--- src/rtl/lot_pkg.sv ---
// Shared constants for the lottery checker: FSM state codes, prize codes and
// the largest legal BCD digit.
package lot_pkg;

  localparam logic [2:0] ST_IDLE      = 3'd0;
  localparam logic [2:0] ST_LOAD_DRAW = 3'd1;
  localparam logic [2:0] ST_ENTRY     = 3'd2;
  localparam logic [2:0] ST_CHECK     = 3'd3;
  localparam logic [2:0] ST_RESULT    = 3'd4;

  localparam logic [1:0] PRIZE_NONE   = 2'd0;
  localparam logic [1:0] PRIZE_TOP    = 2'd1;
  localparam logic [1:0] PRIZE_SECOND = 2'd2;

  localparam int unsigned BCD_MAX = 9;

endpackage

--- src/rtl/lot_checker_param_if.sv ---
// Front-end / display side bundle of the lottery checker; clk and reset stay
// outside as plain ports.
interface lot_checker_param_if #(
  parameter int unsigned N_DIGITS  = 5,
  parameter int unsigned DIGIT_W   = 4,
  parameter int unsigned N_PLAYERS = 2,
  parameter int unsigned CNT_W     = 4
);
  localparam int unsigned CW = $clog2(N_DIGITS + 1);
  localparam int unsigned PW = (N_PLAYERS > 1) ? $clog2(N_PLAYERS) : 1;

  logic [DIGIT_W-1:0]          num;
  logic                        insere;
  logic                        draw_load;
  logic                        fim;
  logic                        fim_jogo;
  logic [2:0]                  state;
  logic [CW-1:0]               dig_cnt;
  logic [PW-1:0]               player;
  logic [N_DIGITS*DIGIT_W-1:0] ticket;
  logic [1:0]                  prize;
  logic                        prize_valid;
  logic                        err;
  logic                        draw_valid;
  logic [N_PLAYERS*CNT_W-1:0]  wins;

  modport master (
    output num, insere, draw_load, fim, fim_jogo,
    input  state, dig_cnt, player, ticket, prize, prize_valid, err,
           draw_valid, wins
  );

  modport slave (
    input  num, insere, draw_load, fim, fim_jogo,
    output state, dig_cnt, player, ticket, prize, prize_valid, err,
           draw_valid, wins
  );

endinterface

--- src/rtl/lot_grade.sv ---
// Combinational ticket grader: longest run of positional matches over all
// but the last digit, the last-digit match, and the resulting prize code.
module lot_grade
  import lot_pkg::*;
#(
  parameter int unsigned N_DIGITS = 5,
  parameter int unsigned DIGIT_W  = 4,
  parameter int unsigned RUN_HI   = 3,
  parameter int unsigned RUN_LO   = 2,
  localparam int unsigned TW      = N_DIGITS * DIGIT_W,
  localparam int unsigned CW      = $clog2(N_DIGITS + 1)
) (
  input  logic [TW-1:0] ticket,
  input  logic [TW-1:0] draw,
  output logic [CW-1:0] run,
  output logic          last,
  output logic [1:0]    prize
);

  int unsigned cur;
  int unsigned best;

  // Position 0 is the first digit entered, which sits in the MS slot.
  always_comb begin
    cur  = 0;
    best = 0;
    for (int unsigned i = 0; i < N_DIGITS - 1; i++) begin
      if (ticket[(N_DIGITS-1-i)*DIGIT_W +: DIGIT_W] ==
          draw[(N_DIGITS-1-i)*DIGIT_W +: DIGIT_W]) begin
        cur = cur + 1;
      end else begin
        cur = 0;
      end
      if (cur > best) best = cur;
    end
    run  = CW'(best);
    last = (ticket[DIGIT_W-1:0] == draw[DIGIT_W-1:0]);
    if (best >= RUN_HI) begin
      prize = PRIZE_TOP;
    end else if (best >= RUN_LO && last) begin
      prize = PRIZE_SECOND;
    end else begin
      prize = PRIZE_NONE;
    end
  end

endmodule

--- src/rtl/lot_checker_param.sv ---
// Parametrised lottery checker: loads a draw, captures BCD tickets, grades
// them and keeps a saturating win counter per rotating player.
module lot_checker_param
  import lot_pkg::*;
#(
  parameter int unsigned N_DIGITS  = 5,
  parameter int unsigned DIGIT_W   = 4,
  parameter int unsigned N_PLAYERS = 2,
  parameter int unsigned RUN_HI    = 3,
  parameter int unsigned RUN_LO    = 2,
  parameter int unsigned CNT_W     = 4
) (
  input  logic              clk,
  input  logic              reset,
  lot_checker_param_if.slave bus
);

  localparam int unsigned TW = N_DIGITS * DIGIT_W;
  localparam int unsigned CW = $clog2(N_DIGITS + 1);
  localparam int unsigned PW = (N_PLAYERS > 1) ? $clog2(N_PLAYERS) : 1;
  localparam logic [CW-1:0]      FULL      = CW'(N_DIGITS);
  localparam logic [DIGIT_W-1:0] DIGIT_MAX = DIGIT_W'(BCD_MAX);

  logic [2:0]       state_q, state_d;
  logic [CW-1:0]    dig_cnt_q, dig_cnt_d;
  logic [PW-1:0]    player_q, player_d;
  logic [TW-1:0]    ticket_q, ticket_d;
  logic [TW-1:0]    draw_q, draw_d;
  logic [1:0]       prize_q, prize_d;
  logic             prize_valid_q, prize_valid_d;
  logic             err_q, err_d;
  logic             draw_valid_q, draw_valid_d;
  logic [CNT_W-1:0] wins_q [N_PLAYERS];
  logic [CNT_W-1:0] wins_d [N_PLAYERS];

  logic [CW-1:0] grade_run;
  logic          grade_last;
  logic [1:0]    grade_prize;
  logic          grade_win;

  logic          digit_ok;
  logic          cap_ok;
  logic [TW-1:0] fresh;
  logic [TW-1:0] ticket_sh;
  logic [TW-1:0] draw_sh;
  logic [N_PLAYERS*CNT_W-1:0] wins_flat;

  lot_grade #(
    .N_DIGITS (N_DIGITS),
    .DIGIT_W  (DIGIT_W),
    .RUN_HI   (RUN_HI),
    .RUN_LO   (RUN_LO)
  ) u_grade (
    .ticket (ticket_q),
    .draw   (draw_q),
    .run    (grade_run),
    .last   (grade_last),
    .prize  (grade_prize)
  );

  assign grade_win = (int'(grade_run) >= int'(RUN_HI)) ||
                     ((int'(grade_run) >= int'(RUN_LO)) && grade_last);

  assign digit_ok  = (bus.num <= DIGIT_MAX);
  assign cap_ok    = digit_ok && (dig_cnt_q < FULL);
  assign fresh     = {{(TW-DIGIT_W){1'b0}}, bus.num};
  assign ticket_sh = {ticket_q[TW-DIGIT_W-1:0], bus.num};
  assign draw_sh   = {draw_q[TW-DIGIT_W-1:0], bus.num};

  always_comb begin
    state_d       = state_q;
    dig_cnt_d     = dig_cnt_q;
    player_d      = player_q;
    ticket_d      = ticket_q;
    draw_d        = draw_q;
    prize_d       = prize_q;
    prize_valid_d = 1'b0;
    err_d         = err_q;
    draw_valid_d  = draw_valid_q;
    wins_d        = wins_q;

    case (state_q)
      ST_IDLE: begin
        // The first digit of a draw or ticket is taken on the same edge that
        // leaves IDLE, so the register starts from a cleared value.
        if (bus.draw_load) begin
          state_d      = ST_LOAD_DRAW;
          draw_valid_d = 1'b0;
          err_d        = !digit_ok;
          draw_d       = digit_ok ? fresh : '0;
          dig_cnt_d    = digit_ok ? CW'(1) : '0;
        end else if (bus.insere) begin
          if (draw_valid_q) begin
            state_d   = ST_ENTRY;
            err_d     = !digit_ok;
            ticket_d  = digit_ok ? fresh : '0;
            dig_cnt_d = digit_ok ? CW'(1) : '0;
          end else begin
            err_d = 1'b1;
          end
        end
      end

      ST_LOAD_DRAW: begin
        if (bus.fim) begin
          state_d   = ST_IDLE;
          dig_cnt_d = '0;
          if (dig_cnt_q == FULL) begin
            draw_valid_d = 1'b1;
          end else begin
            draw_valid_d = 1'b0;
            err_d        = 1'b1;
          end
        end else if (bus.draw_load) begin
          if (cap_ok) begin
            draw_d    = draw_sh;
            dig_cnt_d = dig_cnt_q + CW'(1);
          end else begin
            err_d = 1'b1;
          end
        end
      end

      ST_ENTRY: begin
        if (bus.fim) begin
          if (dig_cnt_q == FULL) begin
            state_d = ST_CHECK;
          end else begin
            state_d   = ST_IDLE;
            err_d     = 1'b1;
            ticket_d  = '0;
            dig_cnt_d = '0;
          end
        end else if (bus.insere) begin
          if (cap_ok) begin
            ticket_d  = ticket_sh;
            dig_cnt_d = dig_cnt_q + CW'(1);
          end else begin
            err_d = 1'b1;
          end
        end
      end

      ST_CHECK: begin
        state_d       = ST_RESULT;
        prize_d       = grade_prize;
        prize_valid_d = 1'b1;
        if (grade_win && (wins_q[player_q] != '1)) begin
          wins_d[player_q] = wins_q[player_q] + CNT_W'(1);
        end
      end

      ST_RESULT: begin
        if (bus.fim_jogo) begin
          state_d   = ST_IDLE;
          dig_cnt_d = '0;
          if (player_q == PW'(N_PLAYERS - 1)) begin
            player_d = '0;
          end else begin
            player_d = player_q + PW'(1);
          end
        end
      end

      default: state_d = ST_IDLE;
    endcase
  end

  always_ff @(posedge clk) begin
    if (reset) begin
      state_q       <= ST_IDLE;
      dig_cnt_q     <= '0;
      player_q      <= '0;
      ticket_q      <= '0;
      draw_q        <= '0;
      prize_q       <= PRIZE_NONE;
      prize_valid_q <= 1'b0;
      err_q         <= 1'b0;
      draw_valid_q  <= 1'b0;
      wins_q        <= '{default: '0};
    end else begin
      state_q       <= state_d;
      dig_cnt_q     <= dig_cnt_d;
      player_q      <= player_d;
      ticket_q      <= ticket_d;
      draw_q        <= draw_d;
      prize_q       <= prize_d;
      prize_valid_q <= prize_valid_d;
      err_q         <= err_d;
      draw_valid_q  <= draw_valid_d;
      wins_q        <= wins_d;
    end
  end

  always_comb begin
    wins_flat = '0;
    for (int unsigned p = 0; p < N_PLAYERS; p++) begin
      wins_flat[p*CNT_W +: CNT_W] = wins_q[p];
    end
  end

  assign bus.state       = state_q;
  assign bus.dig_cnt     = dig_cnt_q;
  assign bus.player      = player_q;
  assign bus.ticket      = ticket_q;
  assign bus.prize       = prize_q;
  assign bus.prize_valid = prize_valid_q;
  assign bus.err         = err_q;
  assign bus.draw_valid  = draw_valid_q;
  assign bus.wins        = wins_flat;

endmodule

--- src/flat_wrapper.sv ---
// flat-port wrapper written by rule: the top's interface ports become plain ports
module lot_checker_param_flat import lot_pkg::*;
#(
  parameter int unsigned N_DIGITS  = 5,
  parameter int unsigned DIGIT_W   = 4,
  parameter int unsigned N_PLAYERS = 2,
  parameter int unsigned RUN_HI    = 3,
  parameter int unsigned RUN_LO    = 2,
  parameter int unsigned CNT_W     = 4
)
  (clk, reset, bus_num, bus_insere, bus_draw_load, bus_fim, bus_fim_jogo, bus_state, bus_dig_cnt, bus_player, bus_ticket, bus_prize, bus_prize_valid, bus_err, bus_draw_valid, bus_wins);
  lot_checker_param_if #(.N_DIGITS(N_DIGITS), .DIGIT_W(DIGIT_W), .N_PLAYERS(N_PLAYERS), .CNT_W(CNT_W)) bus_i ();
  input  logic clk;
  input  logic reset;
  input wire logic [$bits(bus_i.num)-1:0] bus_num;
  input wire logic [$bits(bus_i.insere)-1:0] bus_insere;
  input wire logic [$bits(bus_i.draw_load)-1:0] bus_draw_load;
  input wire logic [$bits(bus_i.fim)-1:0] bus_fim;
  input wire logic [$bits(bus_i.fim_jogo)-1:0] bus_fim_jogo;
  output wire logic [$bits(bus_i.state)-1:0] bus_state;
  output wire logic [$bits(bus_i.dig_cnt)-1:0] bus_dig_cnt;
  output wire logic [$bits(bus_i.player)-1:0] bus_player;
  output wire logic [$bits(bus_i.ticket)-1:0] bus_ticket;
  output wire logic [$bits(bus_i.prize)-1:0] bus_prize;
  output wire logic [$bits(bus_i.prize_valid)-1:0] bus_prize_valid;
  output wire logic [$bits(bus_i.err)-1:0] bus_err;
  output wire logic [$bits(bus_i.draw_valid)-1:0] bus_draw_valid;
  output wire logic [$bits(bus_i.wins)-1:0] bus_wins;
  assign bus_i.num = bus_num;
  assign bus_i.insere = bus_insere;
  assign bus_i.draw_load = bus_draw_load;
  assign bus_i.fim = bus_fim;
  assign bus_i.fim_jogo = bus_fim_jogo;
  assign bus_state = bus_i.state;
  assign bus_dig_cnt = bus_i.dig_cnt;
  assign bus_player = bus_i.player;
  assign bus_ticket = bus_i.ticket;
  assign bus_prize = bus_i.prize;
  assign bus_prize_valid = bus_i.prize_valid;
  assign bus_err = bus_i.err;
  assign bus_draw_valid = bus_i.draw_valid;
  assign bus_wins = bus_i.wins;
  lot_checker_param #(.N_DIGITS(N_DIGITS), .DIGIT_W(DIGIT_W), .N_PLAYERS(N_PLAYERS), .RUN_HI(RUN_HI), .RUN_LO(RUN_LO), .CNT_W(CNT_W)) u_core (.clk(clk), .reset(reset), .bus(bus_i));
endmodule
--- config.mk ---
export PLATFORM = sky130hd
export DESIGN_NAME = lot_checker_param_flat
export DESIGN_NICKNAME = d
export VERILOG_FILES = /design/src/rtl/lot_pkg.sv /design/src/rtl/lot_checker_param_if.sv /design/src/rtl/lot_grade.sv /design/src/rtl/lot_checker_param.sv /design/src/flat_wrapper.sv
export SDC_FILE = /design/constraint.sdc
export NUM_CORES = 1
export LEC_CHECK = 0
export BUFFER_PORTS_ARGS = -buffer_cell sky130_fd_sc_hd__buf_4
export CAP_MARGIN = 15
export CORE_MARGIN = 5
export CORE_UTILIZATION = 53
export CTS_BUF_LIST = sky130_fd_sc_hd__clkbuf_2
export CTS_CLUSTER_SIZE = 20
export DETAILED_ROUTE_END_ITERATION = 7
export PLACE_DENSITY = 0.78
export SYNTH_ARGS = -nofsm -noshare
export SYNTH_HDL_FRONTEND = slang
export SYNTH_SLANG_ARGS = --single-unit
--- constraint.sdc ---
create_clock -name clk -period 4.12 [get_ports clk]
set_input_delay 0.824 -clock clk [delete_from_list [all_inputs] [get_ports clk]]
set_output_delay 0.824 -clock clk [all_outputs]
set_load 0.02 [all_outputs]
* Word-level counts from Yosys, hierarchy flattened
Cells that the tools add are included.
Storage, ports and cells: logic and storage cells 142, memories 0, bits in read-only memories 0, input port bits 10, bits in registers 60, output and inout port bits 40, bits in writable memories 0, bits in latches 0
Cells by class: shift operators 0, order comparisons 12, $add $sub $neg 6, equality and inequality tests 27, muxes and demuxes 65, divide/modulo/power cells 0, bitwise gates (word level) 1, reductions and logical operators 20, multipliers 0
Operators with widths (number):
- two-way mux 32 bit | 7
- two-way mux 20 bit | 11
- adder 32 x 1 -> 32 bit (second input constant) | 3
- greater-than comparator 32 bit | 3
- one-hot mux 20 bit (2 select lines) | 2
- >= comparator 32 x 2 -> 1 bit (second input constant) | 2
- two-way mux 3 bit | 15
- greater-than comparator 32 x 1 -> 1 bit (second input constant) | 1
- == test 4 bit | 5
- two-way mux 4 bit | 5
- two-way mux 1 bit | 16
- inequality test 2 bit (second input constant) | 8
- one-hot mux 3 bit (5 select lines) | 1
- AND reduction 7 bit | 2
- inequality test 3 bit (second input constant) | 4
- one-hot mux 3 bit (4 select lines) | 1
- AND reduction 5 bit | 2
- bitwise mux 8 bit | 1
- == test 3 x 2 -> 1 bit (second input constant) | 2
- == test 3 bit (second input constant) | 2
- >= comparator 3 x 2 -> 1 bit (second input constant) | 2
- two-way mux 2 bit | 3
- inequality test 3 x 2 -> 1 bit (second input constant) | 2
- logical AND 1 bit | 5
- 23 further kinds | 26

* Longest topological paths before layout
depth in word-level cells 15, depth in mapped cells 20, depth with buffers taken out 20

* Hierarchy
Synthesis repeated with hierarchy kept, for this count alone.
Second synthesis, totals: cells, all modules 417, area, all modules 3333.2 µm²
By module, submodules not included:
- lot_checker_param | area an instance 2700.1 µm², instances 1, cells each 337, seq. area each 1201.2 µm²
- lot_grade | area an instance 633.1 µm², instances 1, cells each 80, seq. area each 0.0 µm²

* Worst setup path before layout
Ideal clock, no wire load.
path kind register to register, start point reg u_core.ticket_q[18] (netlist: u_core.bus.ticket[18]), end point reg u_core.wins_q, in the netlist u_core.bus.wins[6], slack -425 ps, arrival time 4475 ps, clock period less this slack 4545 ps, library setup time 70 ps, cell stages (with the launch flop) 21, path buffers 0, data required time 4050 ps, cell sequence dfxtp_1 > xnor2_1 > and4_1 > inv_1 > ha_1 > ha_1 > and2_1 > ha_1 > nand2b_1 > a21oi_2 > o311a_1 > a21oi_1 > ha_1 > nor2b_1 > o21ai_0 > a32oi_1 > nor2_1 > a22oi_2 > o21a_4 > or4_1 > a21oi_1
On the way: word-level cells in the longest chain between the ends 15, elaborated cells on any way between the ends 22, those cells by class add/sub (3); order compare (6); eq/ne (1); mux (8); reduce/logical (4)
Ends and longest elaborated chain:
- start, declared | RTL line lot_checker_param.sv:27 | logic [TW-1:0] ticket_q, ticket_d;
- start signal, assigned | RTL line lot_checker_param.sv:185 | ticket_q <= ticket_d;
- == test 4 bit * | RTL line lot_grade.sv:28 | if (ticket[(N_DIGITS-1-i)*DIGIT_W +: DIGIT_W] ==
- two-way mux 1 bit * | RTL line lot_grade.sv:28
- adder 32 x 1 -> 32 bit / greater-than comparator 32 x 1 -> 1 bit (equally long branches) | RTL line lot_grade.sv:30, lot_grade.sv:34
- two-way mux 32 bit (on tied branches) | RTL line lot_grade.sv:28, lot_grade.sv:34
- adder 32 x 1 -> 32 bit / greater-than comparator 32 bit (equally long branches) | RTL line lot_grade.sv:30, lot_grade.sv:34
- two-way mux 32 bit (on tied branches) | RTL line lot_grade.sv:28, lot_grade.sv:34
- adder 32 x 1 -> 32 bit / greater-than comparator 32 bit (equally long branches) | RTL line lot_grade.sv:30, lot_grade.sv:34
- two-way mux 32 bit (on tied branches) | RTL line lot_grade.sv:28, lot_grade.sv:34
- greater-than comparator 32 bit | RTL line lot_grade.sv:34 | if (cur > best) best = cur;
- two-way mux 32 bit * | RTL line lot_grade.sv:34
- >= comparator 3 x 2 -> 1 bit | RTL line lot_checker_param.sv:62 | ((int'(grade_run) >= int'(RUN_LO)) && grade_last);
- logical AND 1 bit | RTL line lot_checker_param.sv:62
- logical OR 1 bit * | RTL line lot_checker_param.sv:61 | assign grade_win = (int'(grade_run) >= int'(RUN_HI)) ||
- logical AND 1 bit * | RTL line lot_checker_param.sv:148 | if (grade_win && (wins_q[player_q] != '1)) begin
- AND reduction 2 bit (no line) *
- end signal, assigned | RTL line lot_checker_param.sv:191 | wins_q <= wins_d;
- end, declared | RTL line lot_checker_param.sv:33 | logic [CNT_W-1:0] wins_q [N_PLAYERS];
Mark *: on every way between the ends. The rest lies on a longest branch, timed or not. A chain may end at the register's enable or synchronous reset.

* Worst setup path in the final report
start point reg u_core.ticket_q[16] (netlist: u_core.bus.ticket[16]), end point reg u_core.wins_q, in the netlist u_core.bus.wins[6]
Same word-level chain as after synthesis.

==> flow_metrics.py <==
metrics = {
    "synthesis": {
        "ys_seq_area_share_pct": 35.63,
        "synthesis.nets": 450,
        "async_flop_share_pct": 0,
        "synth_cell_type_count": 63,
        "yosysWarnings": 0,
        "synth_ff_type": "dfxtp_1",
        "synth-seq-cells": 60,
        "synth.avg_cell_area_um2": 7.876,
        "synth_edf_count": 0,
        "syn_inst": 428,
        "synth.top_cell.area_share_pct": 35.63,
        "synth_top_area_cell": "dfxtp_1",
        "synthTopCellsByArea": "dfxtp_1 36%, a21oi_1 7.9%, nand3_1 7.1%",
        "syn_area_mm2": 0.003371,
    },
    "critical_path": {
        "path_class": "reg2reg",
        "crit_path_start_kind": "register",
        "cp_slowest_stage_delay_ps": 400,
        "cp.buffers_inverters": 2,
        "critPathArrivalTime_ps": 4740,
        "critical_path.top_delay_family": "simple AND/OR/NAND/NOR gates",
        "r2r_cells": 21,
        "crit_slowest_cell": "dfxtp_4",
        "cp.required_ps": 4560,
        "r2r_start": "u_core.bus.ticket[16]$_SDFFE_PP0P_",
        "crit_fanout": 5,
        "end_kind": "register",
        "worstPathCellList": "xnor2_4 -> and4_4 -> inv_4 -> ha_4 -> ha_4 -> and2_4 -> ha_4 -> nand2_4 -> nor3_4 -> o311a_1 -> a21oi_2 -> ha_1 -> nor2b_4 -> o21ai_2 -> a32oi_4 -> buf_6 -> o22ai_4 -> a22oi_2 -> o21a_4 -> or4_1 -> a21oi_1",
        "r2r_end": "u_core.bus.wins[6]$_SDFFE_PP0P_",
        "crit_path_frequent_cell": "ha_4",
        "rrSetupSlack_ps": -180,
    },
    "placed_design": {
        "dp_hpwl_um": 5928,
        "port_buffers": 49,
        "gp_congestion": 0.8805,
    },
    "route": {
        "routedWlPerCell_um": 15.67,
        "first_iter_violations": 195,
        "via_count": 3344,
        "vias_per_cell": 5.826,
        "final_antenna_net_count": 0,
        "first_pass_iters": 5,
        "wl_um": 8995,
        "drc": 0,
    },
    "timing": {
        "hold_viol": 0,
        "tightest_slew_ps": 807.8,
        "rsz0062_at_grt": "true",
        "fmax_mhz": 232.6,
        "timing.slew.headroom_pct": 46.15,
        "hold_ws_ps": 477.4,
        "final-setup-viol-count": 7,
        "finalClockSkew_ps": 32.56,
        "layout_min_cycle_time_ps": 4299,
        "finalMaxSlewViolations": 0,
        "layout_worst_path_cycle_share_pct": 104.4,
        "worst_slack_ps": -179.3,
        "tns_ps": -475.6,
    },
    "clock_network": {
        "h-tree-depth": 3,
        "cts_buffer_depth": 2,
        "cts_hold_buffers": 0,
        "cts_tree": "done",
        "insertion_delay_ps": 540,
        "cts_root_buf": "clkbuf_2",
        "cts_buffers": 9,
        "clk_pin_slew_ps": 190,
        "cts_sinks": 60,
    },
    "global_route": {
        "grt_pass1_vias": 3099,
        "antenna_found_initial": 0,
        "groute.usage.overall_pct": 21.55,
        "grt_pass1_wl_um": 14700,
        "grt_overflow": 0,
        "grt_max_degree": 63,
    },
    "power_and_ir_drop": {
        "power_density_mw_per_mm2": 287.4,
        "power_mw": 1.256,
        "vdd_drop_max_v": 0.0002776,
        "p_leak_nw": 1.674,
    },
    "die": {
        "fp-row-count": 29,
        "die_h_um": 89.75,
        "core_mm2": 0.006277,
        "die_w_um": 89.75,
        "initial_core_util_pct": 53.70,
        "pin_count": 50,
        "fp.dieArea_mm2": 0.008055,
    },
    "finish": {
        "mostFrequentLayoutCells": "78 x buf_4, 59 x nand2_1, 52 x a21oi_1",
        "final_common_cell": "buf_4",
        "finalNetCount": 514,
        "diodes": 0,
        "drive_gt1_share_pct": 30.99,
        "syn2layout_area_growth_pct": 29.70,
    },
    "min_path": {
        "hold_path.startpoint": "u_core.bus.err$_SDFFE_PP0P_",
        "min-delay-path-class": "reg2reg",
        "holdPathEnd": "u_core.bus.err$_SDFFE_PP0P_",
        "holdPathStages": 2,
    },
    "status": {
        "violations": "negative setup slack",
        "status": "finished, violations left",
    },
    "job": {
        "maxCapViolations": 0,
    },
}
layer usage:
layer / wire length, um / vias up / track usage [%] / part of all wire (%)
li1: - / 1638 / - / -
met1: 3903 / 1557 / 27.86 / 43
met2: 4407 / 135 / 35.24 / 49
met3: 534 / 14 / 3.589 / 5.9
met4: 150 / 0 / 9.320 / 1.7
met5: 0 / - / 0 / 0
stage by stage:
step / util (%) / setup WS [ps] / cells / area, um^2
final: 69.64 / -179.3 / 574 / 4372
after global routing: 69.64 / -408.2 / 574 / 4372
after CTS: 67.33 / -13.42 / 567 / 4227
after detailed placement: 63.62 / -136.6 / 544 / 3994
after global placement: 63.62 / 14.89 / 544 / 3994
after floorplan: - / 18.98 / 428 / 3497
tightest hold or removal path: cells and delay by family (launching register included):
family / cells / cell delay (ps)
simple gates: 1 / 50
flops: 1 / 350
compound gates: 1 / 50
report_power, final:
group	internal, mW	switching, mW
clock	0.203	0.252
sequential	0.590	0.0192
combinational	0.0650	0.128
total	0.858	0.399
state kept, by name (all words and copies together) (netlist names):
name,count
u_core.bus.wins,8
u_core.bus.ticket,20
u_core.bus.player,1
u_core.draw_q,20
u_core.bus.dig_cnt,3
u_core.bus.prize_valid,1
u_core.bus.state,3
u_core.bus.err,1
u_core.bus.prize,2
u_core.bus.draw_valid,1
area by class of cell:
type,instances,area (um^2)
Clock buffer,9,45.04
Clock inverter,7,100.1
Fill cell,496,1906
Inverter,16,62.56
Multi-Input combinational cell,324,2217
Sequential cell,60,1231
Tap cell,77,96.34
Timing Repair Buffer,81,619.3
worst max path at each step:
stage	startpoint	endpoint	slack, ps	depth (start not counted)
finish	u_core.bus.ticket[16]$_SDFFE_PP0P_	u_core.bus.wins[6]$_SDFFE_PP0P_	-180	21
global route	u_core.bus.ticket[19]$_SDFFE_PP0P_	u_core.bus.wins[6]$_SDFFE_PP0P_	-410	21
CTS	u_core.bus.ticket[18]$_SDFFE_PP0P_	u_core.bus.wins[6]$_SDFFE_PP0P_	-10	19
detailed placement	u_core.bus.ticket[14]$_SDFFE_PP0P_	u_core.bus.wins[6]$_SDFFE_PP0P_	-140	20
global placement	u_core.draw_q[13]$_SDFFE_PP0P_	u_core.bus.wins[6]$_SDFFE_PP0P_	10	20
floorplan	u_core.bus.ticket[12]$_SDFFE_PP0P_	u_core.bus.wins[6]$_SDFFE_PP0P_	20	20
logic make-up after synthesis:
group,Yosys count,synth area share [%]
fa+ha+maj,13,4.751
flops,60,35.63
xor+xnor,25,6.496
mux,10,3.118
compound gates,101,19.64
buf+inv,44,5.011
simple gates,175,25.35
synth_stat cells, types with 3 or more instances:
| cell | number |
|---|---|
| a211oi_1 | 4 |
| a21oi_1 | 53 |
| and2_1 | 5 |
| clkbuf_1 | 26 |
| dfxtp_1 | 60 |
| ha_1 | 12 |
| inv_1 | 16 |
| mux2_2 | 3 |
| mux2i_1 | 6 |
| nand2_1 | 60 |
| nand2b_1 | 3 |
| nand3_1 | 48 |
| nand4_1 | 4 |
| nor2_1 | 28 |
| nor2b_1 | 3 |
| nor3_1 | 3 |
| nor4_1 | 3 |
| o21ai_0 | 12 |
| o21ai_1 | 3 |
| or2_2 | 3 |
| xnor2_1 | 18 |
| xor2_1 | 7 |
timing repair:
action                     in CTS  in global routing
cloned                          0                  0
setup endpoints to repair       6                  9
pin swaps                      11                 20
resized for setup              12                 17
setup buffers                   7                  7
(Power assumes the default switching activity.)
